## config.mk

```make
export PLATFORM = sky130hd
export DESIGN_NAME = serial_sub_ctrl
export DESIGN_NICKNAME = d
export VERILOG_FILES = /design/src/rtl/serial_sub_ctrl.sv
export SDC_FILE = /design/constraint.sdc
export NUM_CORES = 1
export LEC_CHECK = 0
export BUFFER_PORTS_ARGS = -buffer_cell sky130_fd_sc_hd__buf_2
export CORE_MARGIN = 10
export CORE_UTILIZATION = 25
export DETAILED_ROUTE_END_ITERATION = 12
export GPL_TIMING_DRIVEN = 0
export HOLD_SLACK_MARGIN = 0.05
export SETUP_SLACK_MARGIN = 0.15
export SLEW_MARGIN = 15
export SYNTH_ARGS = -nofsm -noshare
export SYNTH_HDL_FRONTEND = slang
export SYNTH_SLANG_ARGS = --single-unit
```

## constraint.sdc

```tcl
create_clock -name i_clk -period 2.55 [get_ports i_clk]
set_input_delay 0.1275 -clock i_clk [delete_from_list [all_inputs] [get_ports i_clk]]
set_output_delay 0.1275 -clock i_clk [all_outputs]
set_load 0.005 [all_outputs]
```

## src/rtl/serial_sub_ctrl.sv

```systemverilog
// serial_sub_ctrl: bit-serial WIDTH-bit subtractor (A - B), one bit per clock,
// LSB first, driving a single shared one-bit full_sub cell. Operands are
// latched on an accepted start; the result is reported via busy/done.

// One-bit full subtractor: o_diff = a - b - b_in, o_b_out = borrow out.
module full_sub (
  input  logic i_a,
  input  logic i_b,
  input  logic i_b_in,
  output logic o_diff,
  output logic o_b_out
);

  // Difference is odd parity; borrow when b (plus incoming borrow) exceeds a.
  always_comb begin
    o_diff  = i_a ^ i_b ^ i_b_in;
    o_b_out = (~i_a & i_b) | (~(i_a ^ i_b) & i_b_in);
  end

endmodule

module serial_sub_ctrl #(
  parameter int unsigned WIDTH = 8
) (
  input  logic             i_clk,
  input  logic             i_rst_n,
  input  logic             i_start,
  input  logic [WIDTH-1:0] i_a,
  input  logic [WIDTH-1:0] i_b,
  output logic             o_busy,
  output logic             o_done,
  output logic [WIDTH-1:0] o_diff,
  output logic             o_borrow
);

  localparam int unsigned CNT_W = (WIDTH > 1) ? $clog2(WIDTH) : 1;

  typedef enum logic [1:0] {
    S_IDLE = 2'd0,
    S_RUN  = 2'd1,
    S_DONE = 2'd2
  } state_t;

  state_t           r_state;
  state_t           w_state_nxt;
  logic             w_busy_nxt;
  logic             w_done_nxt;
  logic             w_load;
  logic             w_shift;
  logic             w_last;

  logic [WIDTH-1:0] r_a_sh;
  logic [WIDTH-1:0] r_b_sh;
  logic [WIDTH-1:0] r_diff;
  logic             r_br;
  logic             r_borrow;
  logic [CNT_W-1:0] r_cnt;
  logic             r_busy;
  logic             r_done;

  logic             w_bit_diff;
  logic             w_bit_bout;

  // Shared one-bit cell fed from the low bits of the operand shifters.
  full_sub u_full_sub (
    .i_a     (r_a_sh[0]),
    .i_b     (r_b_sh[0]),
    .i_b_in  (r_br),
    .o_diff  (w_bit_diff),
    .o_b_out (w_bit_bout)
  );

  // State register plus registered busy/done decoded from the next state.
  always_ff @(posedge i_clk) begin
    if (!i_rst_n) begin
      r_state <= S_IDLE;
      r_busy  <= 1'b0;
      r_done  <= 1'b0;
    end else begin
      r_state <= w_state_nxt;
      r_busy  <= w_busy_nxt;
      r_done  <= w_done_nxt;
    end
  end

  // Next-state logic and datapath control strobes.
  always_comb begin
    w_state_nxt = r_state;
    w_load      = 1'b0;
    w_shift     = 1'b0;
    w_last      = 1'b0;
    unique case (r_state)
      S_IDLE: begin
        if (i_start) begin
          w_load      = 1'b1;
          w_state_nxt = S_RUN;
        end
      end
      S_RUN: begin
        w_shift = 1'b1;
        if (r_cnt == CNT_W'(WIDTH - 1)) begin
          w_last      = 1'b1;
          w_state_nxt = S_DONE;
        end
      end
      S_DONE: begin
        // Start is not queued here; a held start is taken in IDLE.
        w_state_nxt = S_IDLE;
      end
      default: begin
        w_state_nxt = S_IDLE;
      end
    endcase
    w_busy_nxt = (w_state_nxt != S_IDLE);
    w_done_nxt = (w_state_nxt == S_DONE);
  end

  // Operand shifters, borrow chain, bit counter and result registers.
  always_ff @(posedge i_clk) begin
    if (!i_rst_n) begin
      r_a_sh   <= '0;
      r_b_sh   <= '0;
      r_diff   <= '0;
      r_br     <= 1'b0;
      r_borrow <= 1'b0;
      r_cnt    <= '0;
    end else if (w_load) begin
      // diff/borrow hold the previous result until the first RUN edge.
      r_a_sh <= i_a;
      r_b_sh <= i_b;
      r_br   <= 1'b0;
      r_cnt  <= '0;
    end else if (w_shift) begin
      r_diff <= {w_bit_diff, r_diff[WIDTH-1:1]};
      r_a_sh <= r_a_sh >> 1;
      r_b_sh <= r_b_sh >> 1;
      r_br   <= w_bit_bout;
      r_cnt  <= r_cnt + CNT_W'(1);
      if (w_last) begin
        r_borrow <= w_bit_bout;
      end
    end
  end

  assign o_busy   = r_busy;
  assign o_done   = r_done;
  assign o_diff   = r_diff;
  assign o_borrow = r_borrow;

endmodule

```

==> qor.yml <==
timing:
  final.setup.tns_ns: 0
  finalMaxSlewViolations: 0
  relSlewSlack_pct: 68.2
  setup_viol_count_final: 0
  period_share_pct: 55.5
  hold_viol: 0
  fin_crit_ns: 1.42
  fin_skew_ns: 0.00381
  rsz0062_at_grt: "false"
  max_clock_freq_ghz: 0.706
  tightest_slew_ns: 0.478
setup_path:
  reg2regPathDepth: 4
  crit_start: "r_state[0]$_SDFF_PN0_"
  r2r-end: "o_diff[7]$_SDFFE_PN0P_"
  start_kind: "flop"
  end_kind: "flop"
  path_buf_inv: 1
  r2r-start: "r_state[0]$_SDFF_PN0_"
  crit_path_end: "o_diff[7]$_SDFFE_PN0P_"
  cpPeakStageDelay_ns: 0.44
  crit_chain: "nor2b_1 -> buf_4 -> nand2_1 -> o211a_1"
  worst-r2r-setup-slack_ns: 1.13
  path_delay_family: "simple AND/OR/NAND/NOR gates"
  arrival_ns: 1.58
  critical_path_depth: 4
  cp_max_fo: 10
  path_class: "reg2reg"
  slowest_stage: "dfxtp_1"
  required_ns: 2.72
floorplanning:
  boundaryPins: 30
  die_w_um: 91.8
  dieArea_um2: 8420
  die_h_um: 91.8
  initial_core_util_pct: 25.5
  core_um2: 5040
  rows: 26
synthesis:
  synth_compound_area_share_pct: 21.1
  yosysTopAreaCellShare_pct: 51.3
  ys_warn_count: 0
  postSynthCellCount: 136
  synth.largest_area_cell: "dfxtp_1"
  muxShareOfSynthArea_pct: 0.777
  synth_edf_count: 0
  synth_top_family_by_area: "compound AO/OA/AOI/OAI gates"
  ys_ff_latch: 33
  synth-xor-area-share_pct: 0
  async_flop_share_pct: 0
  synth-seq-area-share_pct: 51.3
  yosys-top-cells-count: "dfxtp_1 (33), nor2_1 (26), nand2_1 (15), o221ai_1 (13), a21boi_0 (9)"
  synthTopCellsByArea: "dfxtp_1 (51%), o221ai_1 (8.8%), nor2_1 (7.6%), a21boi_0 (5.2%), nand2_1 (4.4%)"
  synthFlopType: "dfxtp_1"
  yosysMostFrequentCell: "dfxtp_1"
  synth_fp_nets: 158
  avgSynthCellArea_um2: 9.47
  synth_fa_ha_area_share_pct: 3.50
  netlist_area_um2: 1290
  synth-simple-area-share_pct: 19.0
  synth_cell_type_count: 27
route:
  via_per_inst: 4.48
  wl_mm: 3.02
  via_count: 1088
  first_pass_iters: 4
  drt_iter0_drc: 35
  wl_per_cell_um: 12.4
  ant_nets: 0
  drcViolationCount: 0
placed_design:
  gp_congestion: 0.731
  numPortBuffers: 29
  hpwl_mm: 2.26
run:
  max_cap_violations: 0
pwr:
  p_per_area_nw_per_um2: 650
  p_sw_share_pct: 24.1
  p_leak_nw: 0.666
  internal_power_w: 0.000790
  pwr-share-comb_pct: 10.8
  vdd_drop_max_mv: 0.260
  p_sw_w: 0.000251
  pwr-share-clk_pct: 35.3
  sequentialPowerShare_pct: 53.9
  finalPower_w: 0.00104
layout:
  final_layout_size_suffix_gt1_share_pct: 23.7
  antenna_cells: 0
  nFillCells: 550
  final_nets: 194
  areaGrowthSynthToFinish_pct: 24.3
clock_network:
  cts_tree: "built"
  clk_latency_ns: 0.28
  clk_pin_slew_ns: 0.06
  cts_num_sinks: 33
  cts_max_level: 2
  root_buffer: "clkbuf_8"
  cts_hold_buf: 0
  postCtsSetupRepairBufs: 0
  cts_resized: 0
  tritoncts.num_buffers: 5
  clock_path_buffers: 2
grt:
  grt_start_max_net_pins: 11
  grt_overflow_total: 0
  antenna_found_initial: 0
  grt_pass1_vias: 1069
  grt_pass1_wl_mm: 5.02
  grt_usage_pct: 7.33
status:
  status: "finished, final reports clean"
hold_path:
  hold_start: "i_a[7]"
  hp-class: "in2reg"
power groups by stage:
stage          Sequential [W]  Clock, W  Combinational [W]
2_1_floorplan        0.000569         0          0.0000742
3_3_place_gp         0.000571         0           0.000111
3_5_place_dp         0.000572         0           0.000113
4_1_cts              0.000560  0.000377           0.000115
5_1_grt              0.000564  0.000406           0.000128
6_report             0.000560  0.000368           0.000113
layout by cell type, fill, tap and decap left out, types with 5 or more instances in the layout:
master,n
o221ai_1,13
a22oi_1,5
clkbuf_1,7
nand2_1,15
clkbuf_8,5
a21boi_0,9
dfxtp_1,33
nor2_1,26
nor2b_1,6
buf_2,32
kinds of logic after synthesis:
group                      count (synthesis)
buffers and inverters                     11
AOI/OAI and AO/OA                         33
muxes                                      1
and+or+nand+nor                           55
DFF                                       33
adders and majority gates                  3
worst min-delay path by stage:
| stage | endpoint | slack, ns | cells past startpoint |
|---|---|---|---|
| CTS | r_a_sh[7]$_SDFFE_PN0P_ | 0.13 | 3 |
| finish | r_a_sh[7]$_SDFFE_PN0P_ | 0.12 | 3 |
| global route | r_a_sh[7]$_SDFFE_PN0P_ | 0.12 | 3 |
| floorplan | o_busy$_SDFF_PN0_ | 0.27 | 1 |
| detailed placement | r_b_sh[7]$_SDFFE_PN0P_ | 0.40 | 3 |
| global placement | r_a_sh[7]$_SDFFE_PN0P_ | 0.41 | 3 |
tightest hold or removal path: cells and delay by family:
kind	cells	cell delay (ns)
buffers and inverters	1	0.08
AO/OA/AOI/OAI	1	0.06
AND/OR/NAND/NOR	1	0.10
metrics by stage:
| stage | worst slack, ns | std cells | utilization [%] | hold slack [ns] | area (um2) |
|---|---|---|---|---|---|
| 2_1_floorplan | 1.28 | 136 | - | 0.265 | 1290 |
| 3_3_place_gp | 1.18 | 235 | 30.1 | 0.408 | 1520 |
| 3_5_place_dp | 1.16 | 235 | 30.1 | 0.404 | 1520 |
| 4_1_cts | 1.14 | 243 | 31.7 | 0.127 | 1600 |
| 5_1_grt | 0.977 | 243 | 31.7 | 0.118 | 1600 |
| 6_report | 1.13 | 243 | 31.7 | 0.123 | 1600 |
layout make-up:
type	instances	area, um2	share of cell area (%)
Multi-Input combinational cell	92	571	35.7
Inverter	2	7.51	0.469
Buffer	9	48.8	3.05
Tap cell	70	87.6	5.47
Clock buffer	8	80.1	5.00
Timing Repair Buffer	29	145	9.07
Sequential cell	33	661	41.3
flip-flops by register name (all words and copies together), names as in the netlist:
signal / flops
o_busy: 1
r_br: 1
o_done: 1
r_state: 2
r_a_sh: 8
o_borrow: 1
r_b_sh: 8
r_cnt: 3
o_diff: 8
per-layer routing:
layer  GRT usage, %  vias up  routed length (um)
met2           11.5       24                1380
met5              0        -                   0
met1           8.47      513                1430
li1               -      548                   -
met3           3.83        3                 184
met4           2.31        0                  26
Power figures use the tool's default switching activity.
